### config.mk
export PLATFORM = sky130hd
export DESIGN_NAME = ball_hit_tracker
export DESIGN_NICKNAME = d
export VERILOG_FILES = /design/src/rtl/ball_hit_tracker_pkg.sv /design/src/rtl/hit_box_cmp.sv /design/src/rtl/ball_hit_tracker.sv
export SDC_FILE = /design/constraint.sdc
export NUM_CORES = 1
export LEC_CHECK = 0
export BUFFER_PORTS_ARGS = -buffer_cell sky130_fd_sc_hd__buf_2
export CELL_PAD_IN_SITES_DETAIL_PLACEMENT = 1
export CELL_PAD_IN_SITES_GLOBAL_PLACEMENT = 1
export CORE_MARGIN = 3
export CORE_UTILIZATION = 42
export CTS_CLUSTER_SIZE = 40
export DETAILED_ROUTE_END_ITERATION = 7
export GPL_TIMING_DRIVEN = 0
export HOLD_SLACK_MARGIN = 0.02
export PLACE_DENSITY_LB_ADDON = 0.15
export SLEW_MARGIN = 20
export SYNTH_ARGS = -nofsm -noshare
export SYNTH_HDL_FRONTEND = slang
export SYNTH_HIERARCHICAL = 1
export SYNTH_SLANG_ARGS = --single-unit
### constraint.sdc
create_clock -name clk -period 4.75 [get_ports clk]
set_clock_uncertainty 0.1 [all_clocks]
set_input_delay 0.7125 -clock clk [delete_from_list [all_inputs] [get_ports clk]]
set_output_delay 0.7125 -clock clk [all_outputs]
set_load 0.01 [all_outputs]
### src/rtl/ball_hit_tracker_pkg.sv
// Shared types and constants for the ball hit tracker and its collision helpers.
// States, playfield geometry, parameter defaults and an unsigned abs-difference helper.
package ball_hit_tracker_pkg;

    typedef enum logic [1:0] {
        PLAY     = 2'd0,
        HIT      = 2'd1,
        COOLDOWN = 2'd2,
        OVER     = 2'd3
    } state_t;

    localparam int SCREEN_W = 96;
    localparam int SCREEN_H = 64;
    localparam int X_W      = 7;
    localparam int Y_W      = 6;

    localparam int LIVES_DEF      = 3;
    localparam int HIT_R_DEF      = 2;
    localparam int COOL_TICKS_DEF = 30;

    // Coordinates are widened to 8 bits first, so the difference never wraps.
    function automatic logic [7:0] abs_diff8(input logic [7:0] a, input logic [7:0] b);
        return (a >= b) ? (a - b) : (b - a);
    endfunction

endpackage

### src/rtl/hit_box_cmp.sv
// Combinational square hit-box test: overlap when |dx|<=HIT_R and |dy|<=HIT_R.
// Zero latency; pure logic, no handshake.
module hit_box_cmp
    import ball_hit_tracker_pkg::*;
#(
    parameter int HIT_R = HIT_R_DEF
) (
    input  logic [X_W-1:0] a_x_i,
    input  logic [Y_W-1:0] a_y_i,
    input  logic [X_W-1:0] b_x_i,
    input  logic [Y_W-1:0] b_y_i,
    output logic           overlap_o
);

    logic [7:0] dx;
    logic [7:0] dy;

    assign dx        = abs_diff8(8'(a_x_i), 8'(b_x_i));
    assign dy        = abs_diff8(8'(a_y_i), 8'(b_y_i));
    assign overlap_o = (dx <= 8'(HIT_R)) && (dy <= 8'(HIT_R));

endmodule

### src/rtl/ball_hit_tracker.sv
// Lives/score tracker: tick-sampled ball vs player hit test, respawn pulse, cooldown window.
// Hit on tick N shows HIT, respawn and decremented lives at N+1. HIT_BLINK_EN enables sprite blink.
module ball_hit_tracker
    import ball_hit_tracker_pkg::*;
#(
    parameter int LIVES      = LIVES_DEF,
    parameter int HIT_R      = HIT_R_DEF,
    parameter int COOL_TICKS = COOL_TICKS_DEF,
    parameter int SCORE_W    = 16
) (
    input  logic               clk,
    input  logic               clr,
    input  logic               tick,
    input  logic [X_W-1:0]     ball_x,
    input  logic [Y_W-1:0]     ball_y,
    input  logic [X_W-1:0]     player_x,
    input  logic [Y_W-1:0]     player_y,
    output logic               respawn,
    output logic [2:0]         lives,
    output logic [SCORE_W-1:0] score,
    output logic               invuln,
    output logic               game_over,
    output logic               blink
);

    state_t             state_q;
    logic [2:0]         lives_q;
    logic [SCORE_W-1:0] score_q;
    logic [SCORE_W-1:0] score_d;
    logic [7:0]         cool_cnt_q;
    logic               respawn_q;
    logic               invuln_q;
    logic               game_over_q;
    logic               overlap;

    hit_box_cmp #(.HIT_R(HIT_R)) u_hit_box (
        .a_x_i    (ball_x),
        .a_y_i    (ball_y),
        .b_x_i    (player_x),
        .b_y_i    (player_y),
        .overlap_o(overlap)
    );

    assign score_d = (score_q == {SCORE_W{1'b1}}) ? score_q : score_q + 1'b1;

    always_ff @(posedge clk) begin
        if (clr) begin
            state_q     <= PLAY;
            lives_q     <= 3'(LIVES);
            score_q     <= '0;
            cool_cnt_q  <= '0;
            respawn_q   <= 1'b0;
            invuln_q    <= 1'b0;
            game_over_q <= 1'b0;
        end else begin
            respawn_q <= 1'b0;
            case (state_q)
                PLAY: begin
                    if (tick) begin
                        if (!overlap) begin
                            score_q <= score_d;
                        end else if (lives_q > 3'd1) begin
                            lives_q   <= lives_q - 3'd1;
                            state_q   <= HIT;
                            respawn_q <= 1'b1;
                            invuln_q  <= 1'b1;
                        end else begin
                            // Last life: straight to OVER, the ball is not respawned.
                            lives_q     <= 3'd0;
                            state_q     <= OVER;
                            game_over_q <= 1'b1;
                        end
                    end
                end
                HIT: begin
                    cool_cnt_q <= 8'(COOL_TICKS);
                    state_q    <= COOLDOWN;
                end
                COOLDOWN: begin
                    if (tick) begin
                        cool_cnt_q <= cool_cnt_q - 8'd1;
                        if (cool_cnt_q == 8'd1) begin
                            state_q  <= PLAY;
                            invuln_q <= 1'b0;
                        end
                    end
                end
                default: ;
            endcase
        end
    end

`ifdef HIT_BLINK_EN
    logic blink_q;

    always_ff @(posedge clk) begin
        if (clr) begin
            blink_q <= 1'b1;
        end else begin
            case (state_q)
                PLAY: begin
                    if (tick && overlap) begin
                        blink_q <= 1'b0;
                    end else begin
                        blink_q <= 1'b1;
                    end
                end
                COOLDOWN: begin
                    if (tick) begin
                        blink_q <= (cool_cnt_q == 8'd1) ? 1'b1 : ~blink_q;
                    end
                end
                OVER:    blink_q <= 1'b0;
                default: ;
            endcase
        end
    end

    assign blink = blink_q;
`else
    assign blink = 1'b1;
`endif

    assign respawn   = respawn_q;
    assign lives     = lives_q;
    assign score     = score_q;
    assign invuln    = invuln_q;
    assign game_over = game_over_q;

endmodule
==> results.yml, run 1 <==
power_and_ir_drop:
  total_leakage_power_nw: 1.592
  p_switching_uw: 349.3
  peakVddDrop_v: 0.0001866
  share_comb_of_total_power_pct: 39.7
  p_int_uw: 597.7
  swShare_pct: 36.89
  sequentialPowerShare_pct: 35.9
  p_per_area_nw_per_um2: 278.5
  clockPowerShare_pct: 24.4
timing:
  slew_headroom_pct: 61.96
  rsz0062_at_grt: "false"
  tightestPinTransition_ns: 0.5635
  finalSetupTns_ns: 0
  hold_viol: 0
  timing.fmax_ghz: 0.2501
  finalMaxSlewViolations: 0
  setup_viol: 0
  finalCriticalPeriod_ns: 3.998
  period_share_pct: 84.17
detailed_routing:
  routed-via-count: 2801
  drc: 0
  wl_per_cell_um: 14.62
  drtPass1Iterations: 4
  ant_nets: 0
  drt_iter0_drc: 94
  postRouteWirelength_um: 7587
  viasPerCell: 5.397
floorplanning:
  die_h_um: 89.71
  die_x_um: 89.71
  rows: 29
  core_area_um2: 6568
  start_util_pct: 44.81
  dieArea_um2: 8047
  pin_count: 52
clock_tree:
  ctsResizeCount: 0
  cts_tree: "built"
  clk_pin_slew_ns: 0.07
  clk-insertion-delay-late_ns: 0.29
  numCtsBuffers: 5
  htreeDepth: 2
  cts_hold_buf: 0
  clock-root-buffer: "clkbuf_8"
  cts_sinks: 32
  clock_tree.buffer_depth: 2
  cts_setup_buffers: 0
worst_setup_path:
  critPathKind: "in2reg"
  start_kind: "input port"
  cp.arrival_ns: 4.10
  crit_fanout: 6
  cp-end-kind: "flop"
  worstPathRequired_ns: 4.85
yosys:
  synthXorXnorAreaFrac_pct: 2.976
  synthAdderAreaFrac_pct: 17.60
  synth_compound_area_share_pct: 20.15
  syn-num-nets: 438
  avgSynthCellArea_um2: 7.954
  async_flop_share_pct: 0
  synth-simple-area-share_pct: 25.21
  ys_seq_area_share_pct: 21.77
  synthDistinctLibCells: 67
  ys_warn_count: 6
  muxShareOfSynthArea_pct: 4.719
  synth-seq-cells: 32
  synth-edff-count: 0
  synth_flop_cell: "dfxtp_1"
  syn_area_um2: 2943
  synth_top_family_by_area: "simple AND/OR/NAND/NOR gates"
  synth_cells: 370
finish:
  drive_above_1_share_pct: 19.48
  fin_cells: 519
  fin_nets: 494
  fin_util_pct: 51.78
  synthToLayoutAreaGrowth_pct: 15.56
  n_antenna_cell: 0
placement:
  dp_cells: 512
  place_hpwl_um: 6054
  portBuffers: 49
  gp_congestion: 0.8375
global_routing:
  globalRouteTotalUtil_pct: 18.93
  grt_pass1_wl_um: 13110
  antenna_found_initial: 0
  grt_pass1_vias: 2889
  grt_max_degree: 11
  grt.overflow.total: 0
run:
  max-cap-violations: 0
run_status:
  outcome: "complete, no violations"
hold_path:
  hold_class: "reg2reg"
worst max-delay path, stage by stage:
cell and delay (ns):
buf_2 0.09, inv_1 0.04, ha_1 0.20, fa_1 0.41
nand2b_1 0.16, a21oi_1 0.14, mux2_2 0.35, a211oi_2 0.19
or3b_1 0.39, a221oi_2 0.47, nand2_1 0.18, a211o_1 0.35
and3_1 0.19, a211oi_1 0.21
synthesized netlist by cell type, types with 7 or more instances:
cell / n / area share (%)
a21oi_1: 33 / 5.6
and3_1: 8 / 1.7
dfxtp_1: 32 / 22
ha_1: 35 / 15
inv_1: 41 / 5.2
nand2_1: 17 / 2.2
nand3_1: 11 / 1.9
nor2_1: 35 / 4.5
nor2b_1: 8 / 1.7
o21ai_0: 15 / 2.6
o31ai_1: 7 / 1.8
xor2_1: 7 / 2.1
state kept, by name, indices dropped and copies added (netlist names):
| signal | cells |
|---|---|
| score | 16 |
| game_over | 1 |
| cool_cnt_q | 8 |
| invuln | 1 |
| state_q | 2 |
| respawn | 1 |
| lives | 3 |
worst paths after layout:
path                end  slack, ns  cells past startpoint   startpoint
max          state_q[0]       0.75                     14  player_y[0]
min           game_over       0.38                      2    game_over
max reg2reg   score[12]       2.64                      7   state_q[0]
min reg2reg   game_over       0.38                      2    game_over
cell families after synthesis:
kind of cell,count (synthesis)
AOI/OAI and AO/OA,91
xor gates and xnor gates,10
DFF,32
buffers and inverters,53
other,1
and+or+nand+nor,132
adders and majority gates,39
muxes,12
power groups by stage:
stage | logic [mW] | clock network, mW | registers (mW)
after global placement | 0.359 | 0 | 0.344
after global routing | 0.427 | 0.246 | 0.347
after floorplan | 0.280 | 0 | 0.339
final | 0.376 | 0.231 | 0.340
after CTS | 0.378 | 0.237 | 0.340
after detailed placement | 0.373 | 0 | 0.346
layout make-up:
| class | instances | area, µm² |
|---|---|---|
| Timing Repair Buffer | 49 | 245.2 |
| Clock buffer | 7 | 96.34 |
| Buffer | 12 | 65.06 |
| Sequential cell | 32 | 640.6 |
| Inverter | 41 | 153.9 |
| Multi-Input combinational cell | 285 | 2083 |
| Fill cell | 824 | 3167 |
| Tap cell | 93 | 116.4 |
metal layers:
layer	track usage [%]	vias up	part of all wire, %
met1	24.29	1321	47
met3	3.506	8	3.8
li1	-	1425	-
met5	0	-	0
met4	4.853	0	1.0
met2	32.71	47	48
cell usage in the layout, fill, tap and decap left out, drive strengths merged, types with 5 or more instances in the layout:
| master | synthesis | layout |
|---|---|---|
| or3 | 6 | 6 |
| nor2b | 8 | 8 |
| buf | 8 | 57 |
| xor2 | 7 | 7 |
| nand2 | 20 | 20 |
| ha | 35 | 35 |
| clkbuf | 4 | 11 |
| inv | 41 | 41 |
| o21ai | 15 | 15 |
| mux2 | 9 | 9 |
| nor2 | 36 | 36 |
| nand3 | 11 | 11 |
| nand2b | 5 | 5 |
| nand4 | 8 | 8 |
| or4 | 6 | 6 |
| a21oi | 33 | 33 |
| dfxtp | 32 | 32 |
| o31ai | 7 | 7 |
| nor3 | 6 | 6 |
| and3 | 8 | 8 |
metrics by stage:
stage | area (µm²) | power [mW] | setup slack [ns] | hold slack (ns)
global placement | 3304 | 0.7025 | 0.5070 | 0.3681
CTS | 3401 | 0.9546 | 0.7548 | 0.4011
detailed placement | 3304 | 0.7187 | 0.4715 | 0.3854
global route | 3401 | 1.021 | 0.4771 | 0.4278
floorplan | 2943 | 0.6191 | 0.9493 | 0.3512
finish | 3401 | 0.9471 | 0.7519 | 0.3842
Note: power is estimated with default switching activity, not from simulation.
==> run 2, diff against run 1 <==
- ABC_AREA: unset -> 1
- CORE_UTILIZATION: 42 -> 40
- clock period: 4.75 -> 4.04 ns (I/O delays scaled with it)
==> run 2 against run 1 <==
Compared with the run above: hold slack got worse by 0.035 ns; die area rose by 16%; setup slack improved by 0.10 ns; combinational power rose by 35%; final area rose by 11%; via count rose by 23%; critical endpoint is now score[13]; largest cell class unchanged.
==> results.yml, run 2 <==
yosys:
  synth_top_area_share_pct: 19.50
  yosys.area.top_type: "dfxtp_1"
  yosysMostFrequentCell: "nand2_1"
  async_flop_share_pct: 0
  syn-num-nets: 612
  synth_area_leaders: "dfxtp_1 20%, nand2_1 19%, ha_1 13%"
  synth_flop_cell: "dfxtp_1"
  synth_cells: 544
  ys_seq_area_share_pct: 19.50
  ys_warn_count: 6
  synth_commonest_cells: "164 x nand2_1, 95 x inv_1, 63 x nor2_1, 40 x nand3_1, 35 x ha_1"
  synth-edff-count: 0
  avgSynthCellArea_um2: 6.038
  syn_area_um2: 3284
  synth-seq-cells: 32
  synthDistinctLibCells: 35
hold_path:
  hold_class: "reg2reg"
run_status:
  outcome: "complete, no violations"
detailed_routing:
  viasPerCell: 4.882
  ant_nets: 0
  wl_per_cell_um: 12.39
  drc: 0
  drt_iter0_drc: 49
  routed-via-count: 3437
  postRouteWirelength_um: 8722
  drtPass1Iterations: 4
power_and_ir_drop:
  finalPower_mw: 1.206
  total_leakage_power_nw: 2.025
  peakVddDrop_v: 0.0002394
  p_per_area_nw_per_um2: 319.9
floorplanning:
  core_area_um2: 7848
  die_x_um: 96.62
  pin_count: 52
  rows: 32
  die_h_um: 96.62
  dieArea_um2: 9334
  start_util_pct: 41.85
worst_setup_path:
  worst-r2r-setup-slack_ns: 2.02
  critPathKind: "in2reg"
  crit_fanout: 10
  cp-end-kind: "flop"
  start_kind: "input port"
  critPathMaxStageDelay_ns: 0.46
  worstPathRequired_ns: 4.10
  crit_path_frequent_cell: "nand2_1"
  cp.arrival_ns: 3.24
  crit_slowest_cell: "clkbuf_1"
  crit_chain: "buf_2 > inv_1 > ha_1 > fa_1 > inv_1 > nand2_1 > nand2_2 > nand3_1 > nand2_1 > nand2_1 > nand2_1 > inv_1 > nand3_1 > nand2_1 > nand2_1 > inv_1 > nor2_2 > clkbuf_1 > nand4_1 > nand2_1 > nor2_1"
clock_tree:
  numCtsBuffers: 5
  cts_sinks: 32
  clock_tree.buffer_depth: 2
  ctsResizeCount: 0
  cts_tree: "built"
  cts_hold_buf: 0
  clock-root-buffer: "clkbuf_8"
  clk_pin_slew_ns: 0.07
  htreeDepth: 2
  clk-insertion-delay-late_ns: 0.29
  cts_setup_buffers: 0
timing:
  slew_headroom_pct: 54.78
  tightestPinTransition_ns: 0.6783
  hold_viol: 0
  setup_viol: 0
  period_share_pct: 78.84
  finalCriticalPeriod_ns: 3.185
  rsz0062_at_grt: "false"
  finalMaxSlewViolations: 0
  finalSetupTns_ns: 0
  timing.fmax_ghz: 0.3139
global_routing:
  globalRouteTotalUtil_pct: 19.20
  grt_pass1_vias: 3528
  grt.overflow.total: 0
  grt_pass1_wl_um: 15700
  antenna_found_initial: 0
  grt_max_degree: 11
run:
  max-cap-violations: 0
finish:
  fin_nets: 669
  seqCellArea_um2: 640.6
  largest_reg_flops: 16
  multi_input_area_um2: 2208
  layout_commonest_cell: "nand2_1"
  synthToLayoutAreaGrowth_pct: 14.78
  final_cell_mix: "164 x nand2_1, 95 x inv_1, 63 x nor2_1"
  drive_above_1_share_pct: 14.29
  n_antenna_cell: 0
  fillers: 1151
placement:
  gp_congestion: 0.8054
  portBuffers: 50
  place_hpwl_um: 7074
-- run 2: cell types whose count changed after synthesis, moves of 6 or more --
cell / delta
and3_1: -7
or4_1: -6
nor3_1: -6
nand2_1: +147
inv_1: +54
nand3_1: +29
or3_1: -6
a21oi_1: -8
nor2_1: +28
nor2b_1: -8
nand3b_1: +7
o31ai_1: -6
mux2_2: -6
-- run 2: routing by layer --
layer  wire length (µm)  track usage [%]
met4                 29            2.268
met2               4491            35.77
met5                  0                0
met3                240            2.740
met1               3961            23.95
-- run 2: cell families after synthesis --
logic type,count (synthesis),synth area share (%)
buffers and inverters,109,13.26
adders and majority gates,39,15.77
AOI/OAI and AO/OA,56,9.829
other,1,0.1142
xor gates and xnor gates,6,1.600
and+or+nand+nor,301,39.92
DFF,32,19.50
-- run 2: critical path: cells and delay by family --
family	cells	cell delay [ns]
and+or+nand+nor	13	1.23
adders and majority gates	2	0.63
buffers and inverters	6	0.76
-- run 2: path summary, 6_finish.rpt --
check,from,end,depth (start not counted)
setup / recovery,ball_x[0],score[13],21
hold / removal,invuln,invuln,2
setup reg to reg,state_q[0],score[13],8
hold reg to reg,invuln,invuln,2
-- run 2: cell type report --
type | count | share of cell area, %
Sequential cell | 32 | 16.99
Multi-Input combinational cell | 403 | 58.58
Timing Repair Buffer | 50 | 6.638
Buffer | 11 | 1.792
Clock inverter | 2 | 0.9293
Tap cell | 102 | 3.385
Clock buffer | 6 | 1.925
Inverter | 98 | 9.758
-- run 2: where the power goes --
part	leakage, nW	switching, mW	internal, mW	total (mW)
Sequential	0.259	0.0321	0.354	0.386
Combinational	1.71	0.326	0.180	0.506
Clock	0.0552	0.130	0.183	0.313
-- run 2: metrics by stage --
stage	setup slack, ns	hold slack [ns]	util [%]	area [µm²]	cells
after CTS	0.8565	0.3557	48.04	3770	704
after floorplan	1.196	0.3473	-	3284	544
after global placement	0.6502	0.3319	46.67	3662	696
after global routing	0.6253	0.3792	48.04	3770	704
after detailed placement	0.5832	0.3421	46.67	3662	696
final	0.8547	0.3487	48.04	3770	704
==> run 3, diff against run 2 <==
- clock period: 4.04 -> 3.1 ns (I/O delays scaled with it)
==> run 3 against run 2 <==
Compared with the run above: final area about the same; via count about the same; register-to-register slack worse by 0.79 ns; total power grew 30%; critical path type unchanged; first-iteration DRC count increased by 16%.
==> results.yml, run 3 (synthesis gave the netlist of run 2 again) <==
detailed_routing:
  drc: 0
  viasPerCell: 4.878
  wl_per_cell_um: 12.39
  drt_iter0_drc: 57
  routed-via-count: 3434
  postRouteWirelength_um: 8723
  drtPass1Iterations: 4
  ant_nets: 0
clock_tree:
  numCtsBuffers: 5
  htreeDepth: 2
  cts_sinks: 32
  clk-insertion-delay-late_ns: 0.29
  cts_setup_buffers: 0
  cts_tree: "built"
  ctsResizeCount: 0
  cts_hold_buf: 0
  clock-root-buffer: "clkbuf_8"
  clk_pin_slew_ns: 0.07
  clock_tree.buffer_depth: 2
worst_setup_path:
  crit_start: "ball_x[0]"
  endpoint: "score[13]"
  start_kind: "input port"
  worstPathRequired_ns: 3.16
  rr_worst_depth: 9
  cp-end-kind: "flop"
  cp.arrival_ns: 2.92
  r2r-end: "cool_cnt_q[5]"
  crit_fanout: 10
  worst-r2r-setup-slack_ns: 1.23
  rr_startpoint: "state_q[0]"
  critPathKind: "in2reg"
timing:
  period_share_pct: 92.26
  tightestPinTransition_ns: 0.6790
  hold_viol: 0
  rsz0062_at_grt: "false"
  slew_headroom_pct: 54.74
  finalCriticalPeriod_ns: 2.860
  finalMaxSlewViolations: 0
  timing.fmax_ghz: 0.3496
  setup_viol: 0
global_routing:
  grt_pass1_vias: 3528
  grt_max_degree: 11
  grt_pass1_wl_um: 15700
  antenna_found_initial: 0
  grt.overflow.total: 0
  globalRouteTotalUtil_pct: 19.20
floorplanning:
  rows: 32
  die_h_um: 96.62
  die_x_um: 96.62
  dieArea_um2: 9334
  pin_count: 52
  core_area_um2: 7848
  start_util_pct: 41.85
finish:
  n_antenna_cell: 0
  layout_commonest_cell: "nand2_1"
  final_cell_mix: "164 x nand2_1, 95 x inv_1, 62 x nor2_1"
  stdcell_area_um2: 3774
  fin_nets: 669
  largest_reg_flops: 16
  synthToLayoutAreaGrowth_pct: 14.90
  drive_above_1_share_pct: 14.62
hold_path:
  hold_class: "reg2reg"
run:
  max-cap-violations: 0
placement:
  portBuffers: 50
  gp_congestion: 0.8054
  placed_cell_area_um2: 3662
  place_hpwl_um: 7074
power_and_ir_drop:
  peakVddDrop_v: 0.0003116
  total_leakage_power_nw: 2.028
  finalPower_mw: 1.573
  p_per_area_nw_per_um2: 416.9
run_status:
  outcome: "complete, no violations"
## run 3: cell counts in the layout (fill, tap and decap cells not counted)
No cell type changed its count.
## run 3: critical path, cell delays in order
cell and delay, ns:
buf_2 0.09, inv_1 0.04, ha_1 0.22, fa_1 0.41
inv_1 0.07, nand2_1 0.06, nand2_2 0.10, nand3_1 0.08
nand2_1 0.08, nand2_1 0.05, nand2_1 0.06, inv_1 0.03
nand3_1 0.07, nand2_1 0.07, nand2_1 0.06, inv_1 0.07
nor2_2 0.31, clkbuf_2 0.32, nand4_1 0.12, nand2_1 0.09
nor2_1 0.04
## run 3: how the worst min path moves through the flow
stage / from / to / cells past startpoint
final: invuln / invuln / 2
after global routing: invuln / invuln / 2
after CTS: invuln / invuln / 2
after detailed placement: invuln / invuln / 2
after global placement: invuln / invuln / 2
after floorplan: cool_cnt_q[0] / cool_cnt_q[0] / 1
## run 3: where the power goes
part	leakage, nW	switching [mW]	internal, mW
Sequential	0.259	0.0417	0.462
Combinational	1.71	0.424	0.237
Clock	0.0552	0.171	0.239
## run 3: cell type report
| cell class | count | area [µm²] |
|---|---|---|
| fillers | 1152 | 4074 |
| multi-input cells | 403 | 2211 |
| flip-flops and latches | 32 | 640.6 |
| inverters | 98 | 367.9 |
| repair buffers | 50 | 250.2 |
| well taps | 102 | 127.6 |
| clock buffers | 6 | 72.57 |
| plain buffers | 11 | 68.82 |
| clock inverters | 2 | 35.03 |
## run 3: metrics by stage
step	setup slack [ns]	TNS (ns)	utilization (%)	hold WS (ns)	instances
global route	0.009796	0	48.09	0.3792	704
global placement	-0.1488	-1.156	46.67	0.3319	696
detailed placement	-0.2158	-2.049	46.67	0.3421	696
floorplan	0.3974	0	-	0.3473	544
finish	0.2399	0	48.09	0.3487	704
CTS	0.05753	0	48.04	0.3557	704
## run 3: per-layer routing
metal	track usage, %	wire length (µm)
met2	35.77	4471
met3	2.740	246
met1	23.95	3976
met4	2.268	29
met5	0	0
